[config.mk]
export PLATFORM = sky130hd
export DESIGN_NAME = sumres_display_n
export DESIGN_NICKNAME = d
export VERILOG_FILES = /design/src/rtl/sumres_display_n.sv
export SDC_FILE = /design/constraint.sdc
export NUM_CORES = 1
export LEC_CHECK = 0
export ABC_AREA = 1
export CAP_MARGIN = 20
export CORE_MARGIN = 2
export CORE_UTILIZATION = 45
export CTS_CLUSTER_SIZE = 20
export DETAILED_ROUTE_END_ITERATION = 7
export GPL_ROUTABILITY_DRIVEN = 1
export PLACE_DENSITY = 0.62
export SLEW_MARGIN = 0
export SYNTH_ARGS = -nofsm -noshare
export SYNTH_HDL_FRONTEND = slang
export SYNTH_SLANG_ARGS = --single-unit
[constraint.sdc]
create_clock -name clk_in -period 2.35 [get_ports clk_in]
set_clock_uncertainty 0.15 [all_clocks]
set_input_delay 0.47 -clock clk_in [delete_from_list [all_inputs] [get_ports clk_in]]
set_output_delay 0.47 -clock clk_in [all_outputs]
set_load 0.05 [all_outputs]
[src/rtl/sumres_display_n.sv]
// sumres_display_n: adds or subtracts two unsigned operands and shows the
// signed result on a time-multiplexed 7-segment display.
//
// The result is held as sign plus magnitude. A free-running LOAD -> SHIFT ->
// UPDATE sequencer converts the magnitude to BCD with a double-dabble engine.
// Only a finished conversion is copied into the display registers.
//
// Ports:
//   clk_in  system clock, rising edge
//   rst     synchronous, active-high reset
//   in_a    operand A, unsigned, WIDTH bits
//   in_b    operand B, unsigned, WIDTH bits
//   op      0 = A+B, 1 = A-B
//   seg     segments a..g on seg[6]..seg[0], active-high
//   sign0   1 = displayed result is negative
//   an      digit enables, active-low, one-hot-cold; digit 0 is the units digit
//   valid   1 once the first conversion has reached the display registers
//   ovf     1 = magnitude does not fit in DIGITS decimal digits
//
// Build option: defining SUMRES_BLANK_LEADING_ZERO_EN blanks leading-zero
// digits above the units digit.
module sumres_display_n #(
  parameter int WIDTH    = 4,
  parameter int DIGITS   = 2,
  parameter int SCAN_DIV = 50000
) (
  input  logic              clk_in,
  input  logic              rst,
  input  logic [WIDTH-1:0]  in_a,
  input  logic [WIDTH-1:0]  in_b,
  input  logic              op,
  output logic [6:0]        seg,
  output logic              sign0,
  output logic [DIGITS-1:0] an,
  output logic              valid,
  output logic              ovf
);

  // Number of BCD nibbles: decimal digits of the largest magnitude, plus one.
  function automatic int calc_nib(input int bits);
    longint unsigned lim;
    int n;
    lim = (64'd1 << bits) - 64'd1;
    n   = 0;
    for (int i = 0; i < 24; i++) begin
      if (lim != 0) begin
        lim = lim / 10;
        n++;
      end
    end
    return n + 1;
  endfunction

  localparam int RES_W   = WIDTH + 1;
  localparam int NIB_MIN = calc_nib(RES_W);
  localparam int NIB     = (NIB_MIN > DIGITS) ? NIB_MIN : DIGITS;
  localparam int SR_W    = 4 * NIB + RES_W;
  localparam int CNT_W   = $clog2(RES_W + 1);
  localparam int SC_W    = (SCAN_DIV > 1) ? $clog2(SCAN_DIV) : 1;
  localparam int IDX_W   = (DIGITS > 1) ? $clog2(DIGITS) : 1;

  typedef enum logic [1:0] {LOAD, SHIFT, UPDATE} state_t;

  // Add 3 to every nibble that is 5 or more, ahead of the next left shift.
  function automatic logic [4*NIB-1:0] dabble(input logic [4*NIB-1:0] bcd);
    logic [4*NIB-1:0] r;
    r = bcd;
    for (int i = 0; i < NIB; i++) begin
      if (r[4*i +: 4] >= 4'd5) r[4*i +: 4] = r[4*i +: 4] + 4'd3;
    end
    return r;
  endfunction

  function automatic logic [6:0] decode(input logic [3:0] d);
    case (d)
      4'd0:    return 7'b1111110;
      4'd1:    return 7'b0110000;
      4'd2:    return 7'b1101101;
      4'd3:    return 7'b1111001;
      4'd4:    return 7'b0110011;
      4'd5:    return 7'b1011011;
      4'd6:    return 7'b1011111;
      4'd7:    return 7'b1110000;
      4'd8:    return 7'b1111111;
      4'd9:    return 7'b1111011;
      default: return 7'b0000000;
    endcase
  endfunction

  state_t            state;
  logic [SR_W-1:0]   sr;
  logic [CNT_W-1:0]  bit_cnt;
  logic              conv_sign;
  logic [3:0]        disp [DIGITS];
  logic [SC_W-1:0]   scan_cnt;
  logic [IDX_W-1:0]  idx;

  logic [RES_W-1:0]  mag_c;
  logic              sign_c;
  logic              ovf_c;
  logic              blank;
  logic [6:0]        seg_n;
  logic [DIGITS-1:0] an_n;

  // Sign/magnitude of the live inputs; a zero difference takes the a>=b path.
  always_comb begin
    mag_c  = RES_W'(in_a) + RES_W'(in_b);
    sign_c = 1'b0;
    if (op) begin
      if (in_a >= in_b) begin
        mag_c = RES_W'(in_a - in_b);
      end else begin
        mag_c  = RES_W'(in_b - in_a);
        sign_c = 1'b1;
      end
    end
  end

  // Any nonzero nibble beyond the displayed digits means overflow.
  always_comb begin
    ovf_c = 1'b0;
    for (int i = DIGITS; i < NIB; i++) begin
      ovf_c = ovf_c | (|sr[RES_W + 4*i +: 4]);
    end
  end

  // Conversion sequencer: LOAD -> SHIFT x RES_W -> UPDATE.
  always_ff @(posedge clk_in) begin
    if (rst) begin
      state <= LOAD;
      valid <= 1'b0;
      sign0 <= 1'b0;
      ovf   <= 1'b0;
      for (int i = 0; i < DIGITS; i++) disp[i] <= 4'd0;
    end else begin
      case (state)
        LOAD: begin
          sr        <= SR_W'(mag_c);
          conv_sign <= sign_c;
          bit_cnt   <= CNT_W'(RES_W);
          state     <= SHIFT;
        end
        SHIFT: begin
          sr      <= {dabble(sr[SR_W-1:RES_W]), sr[RES_W-1:0]} << 1;
          bit_cnt <= bit_cnt - CNT_W'(1);
          if (bit_cnt == CNT_W'(1)) state <= UPDATE;
        end
        UPDATE: begin
          for (int i = 0; i < DIGITS; i++) disp[i] <= sr[RES_W + 4*i +: 4];
          sign0 <= conv_sign;
          ovf   <= ovf_c;
          valid <= 1'b1;
          state <= LOAD;
        end
        default: state <= LOAD;
      endcase
    end
  end

  // Segment/anode selection for the current digit slot.
  always_comb begin
    blank = 1'b0;
`ifdef SUMRES_BLANK_LEADING_ZERO_EN
    // Blank a non-units digit when it and every higher digit are zero.
    if (idx != '0) begin
      blank = 1'b1;
      for (int i = 1; i < DIGITS; i++) begin
        if (i >= int'(idx) && disp[i] != 4'd0) blank = 1'b0;
      end
    end
`endif
    if (!valid)       seg_n = 7'b0000000;
    else if (ovf)     seg_n = 7'b0000001;
    else if (blank)   seg_n = 7'b0000000;
    else              seg_n = decode(disp[idx]);
    an_n = valid ? ~(DIGITS'(1) << idx) : '1;
  end

  // Scan: seg and an are registered together so they switch in the same cycle.
  always_ff @(posedge clk_in) begin
    if (rst) begin
      scan_cnt <= '0;
      idx      <= '0;
      an       <= '1;
      seg      <= 7'b0000000;
    end else begin
      if (scan_cnt == SC_W'(SCAN_DIV - 1)) begin
        scan_cnt <= '0;
        idx      <= (idx == IDX_W'(DIGITS - 1)) ? '0 : idx + IDX_W'(1);
      end else begin
        scan_cnt <= scan_cnt + SC_W'(1);
      end
      an  <= an_n;
      seg <= seg_n;
    end
  end

endmodule

==> results.cfg, run 1 <==
[logic_synthesis]
ys.flop_type = dfxtp_1
ys_types = 37
netlist_area_um2 = 3430
synthMuxAreaShare = 0
synth_top_cell_by_area = edfxtp_1
synth_compound_area_frac = 0.0865
synth.area.top_cells = edfxtp_1, dfxtp_1, ha_1
synth-xor-area-share = 0.0179
synth-adder-area-share = 0.120
ys_async_sr_fraction = 0
synth-edff-count = 29
synth.yosys.seq_area_share = 0.441
ys_warn_count = 0
yosys.area_share.simple = 0.243
ys_ff_latch = 61
yosysMostFrequentCell = inv_1
syn-num-nets = 449
synth_top_cell_area_share = 0.254
avgSynthCellArea_um2 = 8.43
netlist_instances = 407
synth_top_family_by_area = simple AND/OR/NAND/NOR gates
synthTopCellsByCount = inv_1, nand2_1, nor2_1

[floorplanning]
die_y_um = 91.3
io_pins = 23
core_region_area_um2 = 7330
dieArea_um2 = 8340
start_util = 0.468
num_rows = 31
fp.dieW_um = 91.3

[cells_and_area]
register_area_um2 = 1510
nNetsFinal = 497
final_core_util = 0.557
drive_above_1_share = 0.148
syn2layout_area_growth_pct = 19.0
fillers = 673
n_antenna_cell = 0
multi_input_area_um2 = 1610
final_cells = 559

[pwr]
p_clk_frac = 0.365
pwr-share-seq = 0.495
swShare = 0.259
p_int_mw = 1.78
ir_drop_mv = 0.305
p_per_area_nw_per_um2 = 589
p_switching_mw = 0.623
leakage_nw = 1.78
pwr-share-comb = 0.141

[clock_tree]
cts_tree = built
clkTransAtPathRegs_ns = 0.07
clock_latency_ns = 0.34
cts_sinks = 61
clockRootBuffer = clkbuf_8
cts_buffer_depth = 2
cts_buffers = 9
h-tree-depth = 3

[place]
routabilityCongestion = 0.843
place_inst = 543
dp_hpwl_mm = 4.67
io_buffers = 22
post-place-ws_ns = -0.319

[sta]
slew_headroom = 0.666
fin_crit_sh = 0.927
setup_viol = 0
min_period_ns = 2.18
rsz0062_at_grt = false
worst_pin_slew_ns = 0.499
worst_slack_ns = 0.172
slew_violations = 0
hold_viol = 0
clock.fmax_ghz = 0.459

[critical_path]
path_max_fanout = 7
r2r-end = seg[6]$_SDFF_PP0_
critPathArrivalTime_ns = 2.11
rrSetupSlack_ns = 0.50
r2r_cells = 7
end_kind = flip-flop
crit_type = primary input to flip-flop
cp.required_ns = 2.28
startpoint_type = primary input

[routing]
routed_wl_mm = 6.23
drt_iter0_drc = 92
route.detailed.drc = 0
firstDrtPassIters = 4
route.vias.total = 2650
avgViaCountPerCell = 4.74
wl_per_cell_um = 11.1
ant_nets = 0

[flow_run]
max-cap-violations = 0

[hold_path]
hp-start = idx$_SDFFE_PP0P_
hp-class = flip-flop to flip-flop
hold_end = an[1]$_SDFF_PP1_
min_path_cells = 1

[global_routing]
grt_max_degree = 22
antenna_found_initial = 0
gr-total-overflow = 0
grt_pass1_wl_mm = 10.9
grt_use_total = 0.162
grt_pass1_vias = 2551

[outcome]
status = completed
==> layer usage <==
metal | vias up | share of wire | track usage
met5 | - | 0 | 0
met4 | 0 | 0.012 | 0.0694
met3 | 7 | 0.029 | 0.0390
met2 | 34 | 0.45 | 0.259
met1 | 1207 | 0.51 | 0.208
li1 | 1402 | - | -
==> registers in the layout, summed over array words and instances (netlist names), named ones only <==
register and flops:
an 2, scan_cnt 16, bit_cnt 3, seg 7
conv_sign 1, disp 8, sr 17, state 2
sign0 1, idx 1, valid 1, ovf 1
==> area by class of cell <==
class,instances,share of cell area
Clock buffer,13,0.0417
Clock inverter,3,0.00399
Inverter,74,0.0681
Multi-Input combinational cell,267,0.393
Sequential cell,61,0.370
Tap cell,99,0.0304
Timing Repair Buffer,42,0.0920
==> worst max path at each step <==
stage,from,end,slack (ns)
final,in_a[2],sr[3]$_DFFE_PP_,0.17
after floorplan,in_a[0],sr[4]$_DFFE_PP_,0.29
after global routing,in_a[2],sr[2]$_DFFE_PP_,0.0009
after detailed placement,in_a[0],sr[4]$_DFFE_PP_,-0.32
after global placement,in_a[0],sr[4]$_DFFE_PP_,-0.30
after CTS,in_a[0],sr[4]$_DFFE_PP_,0.02
==> worst max-delay path, cell delays in order <==
cell and delay [ns]:
clkdlybuf4s50_1 0.48, inv_1 0.05, ha_1 0.39, a21oi_2 0.19, nand2_1 0.10, nand2_1 0.08
nand2_2 0.10, inv_2 0.08, nand2_1 0.05, nand3_1 0.07, a21oi_1 0.06
==> layout by cell type (no fill, tap or decap), types with 16 or more instances in the layout <==
cell	n
nor2_1	45
edfxtp_1	29
buf_4	20
dfxtp_1	32
ha_1	26
nand2_1	67
clkdlybuf4s50_1	20
o21ai_0	16
nand3_1	18
a21oi_1	23
inv_1	70
==> repair_timing <==
item / in CTS / in global routing
setup endpoints to repair: 0 / 2
hold buffers: 0 / 0
setup buffers: 0 / 0
resized for setup: 0 / 4
==> power groups by stage <==
| stage | Clock (mW) | Sequential, mW | Combinational [mW] |
|---|---|---|---|
| 6_report | 0.877 | 1.19 | 0.338 |
| 5_1_grt | 0.938 | 1.20 | 0.390 |
| 4_1_cts | 0.896 | 1.19 | 0.341 |
| 3_5_place_dp | 0 | 1.21 | 0.338 |
| 3_3_place_gp | 0 | 1.21 | 0.333 |
| 2_1_floorplan | 0 | 1.21 | 0.226 |
==> through the flow <==
step | hold slack, ns | cell area, um2 | setup TNS (ns) | total power [mW]
after floorplan | 0.215 | 3430 | 0 | 1.44
after global placement | 0.236 | 3880 | -0.977 | 1.55
after detailed placement | 0.238 | 3880 | -1.01 | 1.55
after CTS | 0.263 | 4070 | 0 | 2.43
after global routing | 0.294 | 4080 | 0 | 2.52
final | 0.262 | 4080 | 0 | 2.40
==> logic make-up (layout without fill, tap and decap cells) <==
family	Yosys count	in the layout
AND/OR/NAND/NOR	176	176
buffers and inverters	79	132
flip-flops	61	61
AO/OA/AOI/OAI	53	53
adder cells (fa/ha/maj)	31	31
XOR/XNOR	7	7
No activity file was read; power rests on OpenSTA's default activity.
==> run 2: changes to the inputs <==
CORE_MARGIN = 3   (was 2)
CORE_UTILIZATION = 63   (was 45)
DONT_BUFFER_PORTS = 1   (was default)
PLACE_DENSITY = 0.77   (was 0.62)
==> results.cfg, run 2 (synthesis gave the netlist of run 1 again) <==
[critical_path]
cp.required_ns = 2.46
rrSetupSlack_ns = 0.48
r2r-end = seg[3]$_SDFF_PP0_
critPathArrivalTime_ns = 1.97
startpoint_type = flip-flop
r2r_cells = 7
path_max_fanout = 5
end_kind = flip-flop
crit_type = flip-flop to flip-flop

[cells_and_area]
fillers = 396
largest_registers = sr (17), scan_cnt (16), disp (8)
top_register = sr
final_cells = 494
mostFrequentLayoutCells = inv_1, nand2_1, nor2_1, dfxtp_1, edfxtp_1
final_common_cell = inv_1
nNetsFinal = 461
n_antenna_cell = 0
drive_above_1_share = 0.125
syn2layout_area_growth_pct = 8.39
largest_reg_flops = 17

[pwr]
ir_drop_mv = 0.456
p_per_area_nw_per_um2 = 633
finalPower_mw = 2.35
leakage_nw = 1.61

[sta]
fin_crit_sh = 0.794
min_period_ns = 1.87
worst_pin_slew_ns = 0.547
hold_viol = 0
rsz0062_at_grt = false
slew_headroom = 0.635
setup_viol = 0
holdWs_ns = 0.0599
setup_tns_ns = 0
clock.fmax_ghz = 0.536
slew_violations = 0

[outcome]
status = completed

[global_routing]
grt_pass1_wl_mm = 10.7
grt_use_total = 0.216
grt_pass1_vias = 2507
grt_max_degree = 17
gr-total-overflow = 0
antenna_found_initial = 0

[floorplanning]
dieArea_um2 = 6360
fp.dieW_um = 79.8
num_rows = 26
core_region_area_um2 = 5170
io_pins = 23
die_y_um = 79.8
start_util = 0.663

[routing]
routed_wl_mm = 5.98
route.vias.total = 2569
drt_iter0_drc = 160
route.detailed.drc = 0
firstDrtPassIters = 4
ant_nets = 0
avgViaCountPerCell = 5.20
wl_per_cell_um = 12.1

[clock_tree]
cts_buffer_depth = 2
cts_buffers = 9
cts_hold_buf = 0
clockRootBuffer = clkbuf_8
cts_tree = built
postCtsSetupBuffers = 0
clock_latency_ns = 0.33
clkTransAtPathRegs_ns = 0.07
ctsResizeCount = 0
cts_sinks = 61
h-tree-depth = 3

[hold_path]
hp-start = rst
hp-class = primary input to flip-flop
min_path_cells = 1
hold_end = state[1]$_SDFFE_PP0P_

[place]
io_buffers = 0
routabilityCongestion = 0.878
dp_hpwl_mm = 4.46
place_inst = 478

[flow_run]
max-cap-violations = 0
==> run 2: cell count changes in the layout (fill, tap and decap cells not counted) <==
| cell | before | now |
|---|---|---|
| clkinv_2 | 2 | 1 |
| clkinv_4 | 0 | 2 |
| dlymetal6s2s_1 | 2 | 0 |
| ha_1 | 26 | 28 |
| clkdlybuf4s50_1 | 20 | 0 |
| clkbuf_1 | 2 | 1 |
| ha_2 | 2 | 0 |
| buf_4 | 20 | 6 |
==> run 2: worst max path at each step <==
stage                                   end  cells past startpoint  slack (ns)
after global routing      seg[6]$_SDFF_PP0_                      7        0.36
after CTS                 seg[3]$_SDFF_PP0_                      7        0.47
final                     seg[3]$_SDFF_PP0_                      7        0.48
after floorplan             sr[4]$_DFFE_PP_                      8        0.29
after global placement      sr[4]$_DFFE_PP_                      8        0.24
after detailed placement    sr[4]$_DFFE_PP_                      8        0.22
==> run 2: layout make-up <==
class,count,area [um2],area share
multi-input cells,267,1600,0.430
clock buffers,12,166,0.0448
flip-flops and latches,61,1510,0.407
repair buffers,6,45.0,0.0121
inverters,74,278,0.0747
clock inverters,4,28.8,0.00774
well taps,70,87.6,0.0236
==> run 2: metal layers <==
| layer | vias up | wire length [um] | GRT usage |
|---|---|---|---|
| li1 | 1337 | - | - |
| met1 | 1155 | 2660 | 0.260 |
| met4 | 0 | 88 | 0.0676 |
| met5 | - | 0 | 0 |
| met2 | 66 | 2850 | 0.362 |
| met3 | 11 | 375 | 0.0745 |
==> run 2: through the flow <==
step                      cell area [um2]  setup WS [ns]  utilization
after floorplan                      3430          0.290            -
after global placement               3520          0.238        0.681
after detailed placement             3520          0.217        0.681
after CTS                            3720          0.471        0.719
after global routing                 3720          0.359        0.719
final                                3720          0.483        0.719
==> run 2: report_power, final <==
group          internal (mW)  switching (mW)  leakage, nW
Sequential              1.17          0.0268        0.550
Clock                  0.478           0.395        0.102
Combinational          0.101           0.184        0.963
==> run 2: critical path: stages, from the launching register on <==
cell and delay, ns:
dfxtp_1 0.40, inv_1 0.10, or2_2 0.27, o21ai_0 0.11, inv_1 0.10, ha_1 0.20, or2_2 0.30, a21oi_1 0.16
==> run 3: changes to the inputs <==
clock period = 1.84 ns   (was 2.35 ns; I/O delays follow)
==> results.cfg, run 3 (synthesis gave the netlist of run 1 again) <==
[outcome]
status = completed

[critical_path]
crit_type = flip-flop to flip-flop
startpoint_type = flip-flop
path_cells = inv_1 -> or2_2 -> o21ai_2 -> inv_1 -> ha_1 -> a21oi_2 -> o21ai_0 -> a31oi_1
cp.required_ns = 1.96
path_max_fanout = 4
slowest_stage = dfxtp_2
end_kind = flip-flop
timing.critical_path.mode_cell = inv_1
critPathArrivalTime_ns = 1.84
max_stage_delay_ns = 0.33

[clock_tree]
cts_buffer_depth = 2
clockRootBuffer = clkbuf_8
clkTransAtPathRegs_ns = 0.07
h-tree-depth = 3
postCtsSetupBuffers = 0
clock_latency_ns = 0.35
cts_sinks = 61
cts_buffers = 9
cts_tree = built

[routing]
wl_per_cell_um = 12.8
ant_nets = 0
routed_wl_mm = 6.47
route.vias.total = 2631
drt_iter0_drc = 137
avgViaCountPerCell = 5.22
route.detailed.drc = 0
firstDrtPassIters = 5

[cells_and_area]
largest_registers = sr (17), scan_cnt (16), disp (8)
design_area_um2 = 3830
n_antenna_cell = 0
largest_reg_flops = 17
final_cells = 504
register_area_um2 = 1510
top_register = sr
multi_input_area_um2 = 1620
nNetsFinal = 471
syn2layout_area_growth_pct = 11.7
drive_above_1_share = 0.154
mostFrequentLayoutCells = inv_1, nand2_1, nor2_1, dfxtp_1, edfxtp_1
fillers = 387
final_common_cell = inv_1

[pwr]
ir_drop_mv = 0.533
finalPower_mw = 3.18
p_per_area_nw_per_um2 = 830
leakage_nw = 1.67

[global_routing]
gr-total-overflow = 0
grt_use_total = 0.224
grt_pass1_vias = 2563
grt_max_degree = 17
antenna_found_initial = 0
grt_pass1_wl_mm = 11.1

[floorplanning]
io_pins = 23
dieArea_um2 = 6360
fp.dieW_um = 79.8
num_rows = 26
die_y_um = 79.8
start_util = 0.663
core_region_area_um2 = 5170

[sta]
hold_viol = 0
min_period_ns = 1.72
worst_pin_slew_ns = 0.513
fin_crit_sh = 0.936
slew_headroom = 0.657
setup_viol = 0
rsz0062_at_grt = false
setup_tns_ns = 0
clock.fmax_ghz = 0.581
slew_violations = 0

[flow_run]
max-cap-violations = 0

[place]
routabilityCongestion = 0.876
place_inst = 487
dp_hpwl_mm = 4.74
place_area_um2 = 3600
io_buffers = 0

[hold_path]
hp-class = primary input to flip-flop
## run 3: path summary, 6_finish.rpt
path,to,slack [ns],startpoint,cells past startpoint
max reg2reg,seg[0]$_SDFF_PP0_,0.12,flip-flop,8
max,seg[0]$_SDFF_PP0_,0.12,flip-flop,8
min,conv_sign$_SDFFCE_PN0P_,0.07,rst,1
min reg2reg,an[1]$_SDFF_PP1_,0.25,idx$_SDFFE_PP0P_,1
## run 3: where the power goes
group	internal [mW]	leakage [nW]	switching, mW
Clock	0.744	0.109	0.522
Sequential	1.49	0.550	0.0348
Combinational	0.148	1.01	0.239
## run 3: repair_timing
| action | in CTS | in global routing |
|---|---|---|
| gates resized for setup | 0 | 4 |
| hold endpoints to repair | 1 | 0 |
| endpoints found under the setup margin | 0 | 6 |
| hold buffers | 1 | 0 |
## run 3: critical path, delay by kind of cell (launching register included)
| family | cells | cell delay [ns] |
|---|---|---|
| AO/OA/AOI/OAI | 4 | 0.52 |
| adder cells (fa/ha/maj) | 1 | 0.21 |
| AND/OR/NAND/NOR | 1 | 0.29 |
| flip-flops | 1 | 0.33 |
| buffers and inverters | 2 | 0.14 |
## run 3: final cells by class
cell class,instances,share of cell area
clock inverter,3,0.0108
sequential,61,0.395
multi-input combinational,267,0.423
tap,70,0.0229
timing repair buffer,16,0.0320
clock buffer,13,0.0444
inverter,74,0.0725
## run 3: metrics by stage
stage / utilization / hold slack (ns) / worst slack [ns]
global route: 0.741 / 0.0546 / 0.00518
global placement: 0.695 / 0.234 / -0.0613
floorplan: - / 0.215 / 0.000863
detailed placement: 0.695 / 0.233 / -0.0814
finish: 0.741 / 0.0705 / 0.118
CTS: 0.738 / 0.0539 / 0.0431
## run 3: metal layers
metal	vias up	share of wire	global-route usage
met3	13	0.053	0.0700
met2	60	0.49	0.372
li1	1351	-	-
met5	-	0	0
met4	0	0.016	0.0946
met1	1207	0.44	0.268
